==> config.mk <==
export PLATFORM = sky130hd
export DESIGN_NAME = zeroheti_dbg_sba_bridge
export DESIGN_NICKNAME = d
export VERILOG_FILES = /design/src/rtl/zeroheti_dbg_sba_bridge.sv
export SDC_FILE = /design/constraint.sdc
export NUM_CORES = 1
export LEC_CHECK = 0
export ABC_AREA = 1
export ABC_CLOCK_PERIOD_IN_PS = 2900
export BUFFER_PORTS_ARGS = -buffer_cell sky130_fd_sc_hd__buf_2
export CORE_MARGIN = 10
export CORE_UTILIZATION = 50
export DETAILED_ROUTE_END_ITERATION = 7
export GPL_TIMING_DRIVEN = 0
export PLACE_DENSITY = 0.87
export SYNTH_ARGS = -nofsm -noshare
export SYNTH_HDL_FRONTEND = slang
export SYNTH_SLANG_ARGS = --single-unit
==> constraint.sdc <==
create_clock -name clk_i -period 2.9 [get_ports clk_i]
set_input_delay 0 -clock clk_i [delete_from_list [all_inputs] [get_ports clk_i]]
set_output_delay 0 -clock clk_i [all_outputs]
set_load 0.05 [all_outputs]
==> src/rtl/zeroheti_dbg_sba_bridge.sv <==
// Bridge from the debug module's OBI system-bus master to the zeroHETI system crossbar.
// Adds an address-window check, a response timeout and a drain state so the debugger never hangs.
module zeroheti_dbg_sba_bridge #(
   parameter int unsigned           AddrWidth     = 32,
   parameter int unsigned           DataWidth     = 32,
   parameter logic [AddrWidth-1:0]  AddrBase      = 32'h0000_0000,
   parameter logic [AddrWidth-1:0]  AddrSize      = 32'h0010_0000,
   parameter int unsigned           TimeoutCycles = 1024,
   parameter logic [DataWidth-1:0]  ErrRdata      = 32'hBADC_AB1E
) (
   input  logic                   clk_i,
   input  logic                   rst_ni,
   input  logic                   dm_req_i,
   output logic                   dm_gnt_o,
   input  logic [AddrWidth-1:0]   dm_addr_i,
   input  logic                   dm_we_i,
   input  logic [DataWidth/8-1:0] dm_be_i,
   input  logic [DataWidth-1:0]   dm_wdata_i,
   output logic                   dm_rvalid_o,
   output logic [DataWidth-1:0]   dm_rdata_o,
   output logic                   dm_err_o,
   output logic                   dm_other_err_o,
   output logic                   obi_req_o,
   input  logic                   obi_gnt_i,
   output logic [AddrWidth-1:0]   obi_addr_o,
   output logic                   obi_we_o,
   output logic [DataWidth/8-1:0] obi_be_o,
   output logic [DataWidth-1:0]   obi_wdata_o,
   input  logic                   obi_rvalid_i,
   input  logic [DataWidth-1:0]   obi_rdata_i,
   input  logic                   obi_err_i,
   output logic                   timeout_o
);

   localparam int unsigned           CntWidth = $clog2(TimeoutCycles);
   localparam logic [CntWidth-1:0]   CntLast  = CntWidth'(TimeoutCycles - 1);

   typedef enum logic [2:0] {IDLE, REQ, RESP, LERR, DRAIN} state_t;

   state_t              state;
   logic [CntWidth-1:0] cnt;
   logic [AddrWidth:0]  offset;
   logic                in_window;
   logic                expired;

   // One extra bit keeps addresses below AddrBase from wrapping into the window.
   assign offset    = {1'b0, dm_addr_i} - {1'b0, AddrBase};
   assign in_window = ~offset[AddrWidth] && (offset < {1'b0, AddrSize});
   assign expired   = (cnt == CntLast);
   assign dm_gnt_o  = (state == IDLE) && dm_req_i;

   always_ff @(posedge clk_i) begin
      if (!rst_ni) begin
         state          <= IDLE;
         cnt            <= '0;
         obi_req_o      <= 1'b0;
         obi_addr_o     <= '0;
         obi_we_o       <= 1'b0;
         obi_be_o       <= '0;
         obi_wdata_o    <= '0;
         dm_rvalid_o    <= 1'b0;
         dm_rdata_o     <= '0;
         dm_err_o       <= 1'b0;
         dm_other_err_o <= 1'b0;
         timeout_o      <= 1'b0;
      end else begin
         dm_rvalid_o    <= 1'b0;
         dm_rdata_o     <= '0;
         dm_err_o       <= 1'b0;
         dm_other_err_o <= 1'b0;
         timeout_o      <= 1'b0;
         case (state)
            IDLE: begin
               cnt <= '0;
               if (dm_req_i) begin
                  obi_addr_o  <= dm_addr_i;
                  obi_we_o    <= dm_we_i;
                  obi_be_o    <= dm_be_i;
                  obi_wdata_o <= dm_wdata_i;
                  if (in_window) begin
                     obi_req_o <= 1'b1;
                     state     <= REQ;
                  end else begin
                     // Decode errors answer during the LERR cycle itself.
                     dm_rvalid_o    <= 1'b1;
                     dm_other_err_o <= 1'b1;
                     dm_rdata_o     <= ErrRdata;
                     state          <= LERR;
                  end
               end
            end
            REQ: begin
               if (obi_gnt_i) begin
                  obi_req_o <= 1'b0;
                  cnt       <= '0;
                  state     <= RESP;
               end else if (expired) begin
                  // Withdrawing req without a grant is intentional: the slave is wedged.
                  obi_req_o      <= 1'b0;
                  cnt            <= '0;
                  dm_rvalid_o    <= 1'b1;
                  dm_other_err_o <= 1'b1;
                  dm_rdata_o     <= ErrRdata;
                  timeout_o      <= 1'b1;
                  state          <= IDLE;
               end else begin
                  cnt <= cnt + 1'b1;
               end
            end
            RESP: begin
               if (obi_rvalid_i) begin
                  dm_rvalid_o <= 1'b1;
                  dm_err_o    <= obi_err_i;
                  dm_rdata_o  <= obi_err_i ? ErrRdata : obi_rdata_i;
                  cnt         <= '0;
                  state       <= IDLE;
               end else if (expired) begin
                  dm_rvalid_o    <= 1'b1;
                  dm_other_err_o <= 1'b1;
                  dm_rdata_o     <= ErrRdata;
                  timeout_o      <= 1'b1;
                  cnt            <= '0;
                  state          <= DRAIN;
               end else begin
                  cnt <= cnt + 1'b1;
               end
            end
            LERR: begin
               state <= IDLE;
            end
            DRAIN: begin
               // The late response belongs to an access already answered, so it is dropped.
               if (obi_rvalid_i || expired) begin
                  cnt   <= '0;
                  state <= IDLE;
               end else begin
                  cnt <= cnt + 1'b1;
               end
            end
            default: begin
               cnt   <= '0;
               state <= IDLE;
            end
         endcase
      end
   end

endmodule

==> flow_summary.yaml, run 1 <==
run_status:
  status: "finished clean"
setup_path:
  endpoint_kind: "flip-flop"
  critPathMaxFanout: 10
  cp_data_arrival_time_ns: 3.09
  crit_type: "reg2reg"
  worstPathRequired_ns: 3.35
  cp-start-kind: "flip-flop"
die:
  ios: 214
  die_area_um2: 13460
  start_util_pct: 52.08
  fp.dieW_um: 116
  core_area_um2: 8848
  rows: 34
  dieHeight_um: 116
synthesis:
  synth_ff_type: "dfxtp_1"
  yosysWarningCount: 0
  synth-seq-cells: 119
  syn-num-nets: 715
  netlist_area_um2: 4608
  yosysUniqueCellTypes: 29
  synth_area_per_cell_um2: 7.592
  synth-seq-area-share_pct: 51.70
  synthArstFlopShare_pct: 0
  synth_edf_count: 0
  synth_cells: 607
min_path:
  min_path_type: "in2reg"
routing:
  met1_length_um: 7379
  route.detailed.drc: 0
  met2_length_um: 9837
  wl_per_cell_um: 19.62
  vias_per_cell: 5.575
  vias: 5999
  drt_iter0_markers: 740
  drt-pass1-iter-count: 7
  maxUsedRoutingLayer: "met4"
  routed_wl_um: 21120
  ant_nets: 0
  met3_length_um: 2862
global_route:
  grt_max_degree: 17
  grt-ovfl-total: 0
  grt_pass1_wl_um: 32670
  globalRouteTotalUtil_pct: 30.64
  antenna_found_initial: 2
  grt_pass1_vias: 6169
timing:
  hold_viol: 0
  max_slew.worst_pin.slew_ns: 0.6789
  fin_setup_tns_ns: 0
  slew_viol_final: 0
  final-setup-viol-count: 0
  slew-limit-headroom_pct: 54.74
  whs_ns: 0.1877
  fin_skew_ns: 0.01228
  fmax_mhz: 378.3
  fin_crit_ns: 2.644
  grt_setup_unrepaired: "false"
  post-route-period-util_pct: 91.16
placement:
  io_buffers: 213
  gp_congestion: 0.9147
  hpwl_um: 11940
pwr:
  p_int_uw: 3873
  p_comb_share_pct: 41.1
  p_leak_uw: 0.003743
  p_sw_uw: 3108
  clkPwrFrac_pct: 28.7
  p_per_area_nw_per_um2: 928.6
  seqPwrFrac_pct: 30.2
  switching_share_pct: 44.52
  peakVddDrop_v: 0.0005780
  total_power_uw: 6982
clock_network:
  cts_made_buffers: 17
  cts_tree: "done"
  path_clk_slew_ns: 0.06
  cts.sinks: 119
  cts.path.max_buffers: 2
  htree_num_levels: 4
  clock_latency_ns: 0.51
  clockRootBuffer: "clkbuf_8"
flow_run:
  maxCapViolCount: 0
layout:
  layout-drive-gt1-share_pct: 28.67
  layout_commonest_cell: "buf_2"
  nets: 1061
  final_cell_mix: "buf_2 (222), nand2_1 (200), dfxtp_1 (118), dlygate4sd3_1 (113), a21oi_1 (83)"
  fin_util_pct: 84.97
  area_growth_pct: 63.16
critical path, stage by stage, from the launching register on:
cell and delay, ns:
dfxtp_2 0.36, ha_2 0.21, nand2_1 0.06, nor2_1 0.14, nand3_2 0.12, buf_4 0.17, nand2_4 0.12, o211ai_1 0.12
nand3_1 0.09, dlygate4sd3_1 0.55, nand2_1 0.04, dlygate4sd3_1 0.56, inv_1 0.05
area by class of cell:
type                       instances  area [µm²]
timing repair buffer             327        2205
inverter                          54       203.9
multi-input combinational        398        1813
fill                             436        1330
buffer                            36       214.0
sequential                       119        2384
tap                              108       135.1
clock buffer                      18       417.9
antenna                            2       5.005
clock inverter                    14       141.4
metal layers:
layer | track usage, % | up-vias
li1 | - | 2628
met1 | 33.21 | 2724
met2 | 49.91 | 545
met3 | 11.99 | 102
met4 | 18.35 | 0
met5 | 0 | -
what timing repair did:
action	CTS	global route
gates resized for setup	0	3
hold buffers	113	0
endpoints found under the hold margin	110	0
setup buffers	0	1
setup endpoints to repair	0	1
cell usage after synthesis, types with 5 or more instances:
master / count / area share (%)
dfxtp_1: 119 / 52
buf_2: 10 / 1.1
clkbuf_1: 17 / 1.4
inv_1: 51 / 4.2
nand3_1: 31 / 3.4
nand2_1: 200 / 16
buf_6: 8 / 2.0
o211ai_1: 19 / 3.1
a21oi_1: 83 / 9.0
o21ai_0: 6 / 0.65
nand4_1: 5 / 0.68
nor2_1: 36 / 2.9
sequential cells by signal, summed over array words and instances, names as in the netlist:
name,cells
cnt,10
timeout_o,1
obi_wdata_o,32
state,3
dm_rdata_o,32
obi_req_o,1
dm_err_o,1
obi_addr_o,32
dm_other_err_o,1
obi_we_o,1
dm_rvalid_o,1
obi_be_o,4
cells by family (layout without fill, tap and decap cells):
group	Yosys count	count (layout)	share of synthesized area [%]
simple gates	283	283	25.28
flops	119	119	51.70
compound gates	112	112	13.36
buf+inv	90	449	9.014
xor+xnor	2	2	0.3802
fa+ha+maj	1	1	0.2715
other cells	0	2	0
stage by stage:
step           instances  setup slack (ns)  area [µm²]
5_1_grt             1076           0.03575        7518
4_1_cts             1073            0.1905        7500
6_report            1076            0.2565        7518
2_1_floorplan        607             1.460        4608
3_3_place_gp         928             1.237        5809
3_5_place_dp         928             1.191        5809
power by group through the flow:
stage,combinational [µW],clock [µW],sequential [µW]
after floorplan,988,0,3030
after global placement,2500,0,2080
after detailed placement,2570,0,2100
after CTS,2720,2000,2070
after global routing,3030,2080,2130
final,2870,2000,2110
path summary, 6_finish.rpt:
path | from | end | slack (ns) | depth (start not counted)
max reg2reg | cnt[1] | dm_rdata_o[31] | 0.26 | 12
max | cnt[1] | dm_rdata_o[31] | 0.26 | 12
min | obi_rdata_i[1] | dm_rdata_o[1] | 0.19 | 7
min reg2reg | obi_wdata_o[2] | obi_wdata_o[2] | 0.46 | 2
(Power assumes the default switching activity.)
==> inputs of run 2 (changes only) <==
Settings changed: ABC_AREA 1 to unset, CORE_UTILIZATION 50 to 49.
==> run 2 against run 1 <==
Against the previous run: final area fell by 3.6%; clock skew about the same; sequential power decreased by 15%; synthesized cell count is 16% lower; wire length down 9.8%; final cell count is 9.8% lower; non-clock buffer count decreased by 6; clock power grew 15%; core utilization down 1.1 points; worst setup slack gained 0.18 ns; sequential cell count did not move; highest routed layer unchanged.
==> flow_summary.yaml, run 2 <==
die:
  die_area_um2: 12910
  core_area_um2: 8636
  dieHeight_um: 113.6
  start_util_pct: 49.71
  ios: 214
  rows: 34
  fp.dieW_um: 113.6
layout:
  multi_input_area_um2: 1720
  final_cell_mix: "buf_2 (221), nand2_1 (146), dfxtp_1 (119), dlygate4sd3_1 (110), a21oi_1 (77)"
  top_regs: "dm_rdata_o x32, obi_addr_o x32, obi_wdata_o x32"
  layout-drive-gt1-share_pct: 30.97
  regArea_um2: 2382
  nets: 957
  area_growth_pct: 68.81
  layout_commonest_cell: "buf_2"
  nFillCells: 454
synthesis:
  synth-compound-area-share_pct: 15.42
  netlist_area_um2: 4293
  synth_adder_area_share_pct: 0.2915
  synth-seq-area-share_pct: 55.49
  synth-seq-cells: 119
  ys_top_cells_by_area: "dfxtp_1 (55%), nand2_1 (13%), a21oi_1 (9.0%)"
  synth_top_family_by_area: "simple AND/OR/NAND/NOR gates"
  synth_area_per_cell_um2: 8.467
  yosysWarningCount: 0
  yosysUniqueCellTypes: 42
  synthXorXnorAreaFrac_pct: 0.2040
  syn-num-nets: 615
  synth_common_cells: "nand2_1 (146), dfxtp_1 (119), a21oi_1 (77)"
  synth_ff_type: "dfxtp_1"
  synthArstFlopShare_pct: 0
  yosysMostFrequentCell: "nand2_1"
  synth_top_area_share_pct: 55.49
  synthMuxAreaShare_pct: 0.4663
  yosys.area_share.simple_pct: 23.70
  synth_top_cell_by_area: "dfxtp_1"
  synth_edf_count: 0
  synth_cells: 507
global_route:
  grtUsageMet1_pct: 29.42
  antenna_found_initial: 1
  met2_usage_pct: 48.07
  grt-ovfl-total: 0
  grt_pass1_wl_um: 29430
  grt_max_degree: 17
  globalRouteTotalUtil_pct: 28.05
  use_met3_pct: 10.03
  grt_pass1_vias: 5655
  grt.busiest_layer: "met2"
setup_path:
  r2r-start: "cnt[0]"
  cp_data_arrival_time_ns: 2.85
  crit_path_start: "cnt[0]"
  crit_type: "reg2reg"
  endpoint_kind: "flip-flop"
  critPathMaxFanout: 10
  cp-start-kind: "flip-flop"
  worstPathRequired_ns: 3.29
pwr:
  clkPwrFrac_pct: 45.3
  p_int_uw: 3565
  p_per_area_nw_per_um2: 701.2
  p_sw_uw: 1517
  p_leak_uw: 0.003365
  switching_share_pct: 29.84
  seqPwrFrac_pct: 35.3
  peakVddDrop_v: 0.0005781
  p_comb_share_pct: 19.4
min_path:
  min-delay-start: "obi_rdata_i[21]"
  min_path_type: "in2reg"
clock_network:
  clockRootBuffer: "clkbuf_8"
  htree_num_levels: 4
  path_clk_slew_ns: 0.06
  cts_tree: "done"
  cts.path.max_buffers: 2
  clock_latency_ns: 0.51
  cts-resized-gates: 0
  cts_made_buffers: 17
  cts.sinks: 119
timing:
  max_slew.worst_pin.slew_ns: 0.6393
  slew-limit-headroom_pct: 56.99
  fin_crit_ns: 2.465
  fmax_mhz: 405.7
  fin_setup_tns_ns: 0
  slew_viol_final: 0
  post-route-period-util_pct: 85.01
  hold_viol: 0
  grt_setup_unrepaired: "false"
  fin_skew_ns: 0.01206
  final-setup-viol-count: 0
  fin_ws_ns: 0.4348
routing:
  routed_wl_um: 19050
  wl_per_cell_um: 19.62
  route.detailed.drc: 0
  vias_per_cell: 5.515
  ant_nets: 0
  drt_iter0_markers: 491
  drt-pass1-iter-count: 5
  vias: 5355
placement:
  io_buffers: 213
  dpl_worst_slack_ns: 0.5919
  hpwl_um: 10850
  gp_congestion: 0.9335
run_status:
  status: "finished clean"
flow_run:
  maxCapViolCount: 0
-- run 2: cell count changes after synthesis, sizes merged, moves of 9 or more --
cell	delta
and2	+14
o211ai	-17
nor2	-9
nand3	-27
inv	-48
o21ai	+19
nand2	-57
-- run 2: area by class of cell --
class                      instances  share of cell area [%]
buffer                            34                   2.365
tap                              108                   1.865
clock inverter                    13                   3.004
inverter                           5                  0.2590
timing repair buffer             323                   29.90
sequential                       119                   32.87
multi-input combinational        349                   23.74
clock buffer                      19                   5.956
antenna                            1                 0.03453
-- run 2: metrics by stage --
step / total power, µW / instances / area, µm² / hold WS, ns / util, %
after floorplan: 2387 / 507 / 4293 / 0.1138 / -
after global placement: 2625 / 828 / 5494 / 0.2046 / 63.62
after detailed placement: 2647 / 828 / 5494 / 0.2045 / 63.62
after CTS: 5037 / 970 / 7244 / 0.2103 / 83.89
after global routing: 5221 / 971 / 7247 / 0.2524 / 83.92
final: 5082 / 971 / 7247 / 0.2549 / 83.92
-- run 2: cells by family after synthesis --
| group | after synthesis |
|---|---|
| AOI/OAI and AO/OA | 120 |
| xor gates and xnor gates | 1 |
| adders and majority gates | 1 |
| buffers and inverters | 39 |
| DFF | 119 |
| muxes | 2 |
| and+or+nand+nor | 225 |
-- run 2: worst paths after layout --
| kind | to | slack (ns) | cells after the start |
|---|---|---|---|
| setup / recovery | state[1] | 0.43 | 7 |
| hold / removal | dm_rdata_o[21] | 0.25 | 3 |
| setup reg to reg | state[1] | 0.43 | 7 |
| hold reg to reg | obi_wdata_o[14] | 0.45 | 2 |
-- run 2: repair_timing --
item	4_1_cts	5_1_grt
hold buffers	110	0
setup buffers	0	0
endpoints found under the hold margin	108	0
-- run 2: per-layer routing --
metal	up-vias	part of all wire, %
li1	2389	-
met1	2501	36
met2	382	48
met3	83	11
met4	0	4.4
met5	-	0
-- run 2: power by group through the flow --
stage | Clock [µW] | Sequential [µW] | Combinational [µW]
3_5_place_dp | 0 | 1820 | 831
6_report | 2300 | 1790 | 988
5_1_grt | 2380 | 1800 | 1040
3_3_place_gp | 0 | 1810 | 814
2_1_floorplan | 0 | 2160 | 226
4_1_cts | 2310 | 1780 | 948
-- run 2: critical path, stage by stage (launching register included) --
cell and delay (ns):
dfxtp_1 0.40, ha_1 0.22, nand4_1 0.25, or3_1 0.44
clkbuf_1 0.24, nand4_1 0.16, o31ai_1 0.08, dlygate4sd3_1 0.55
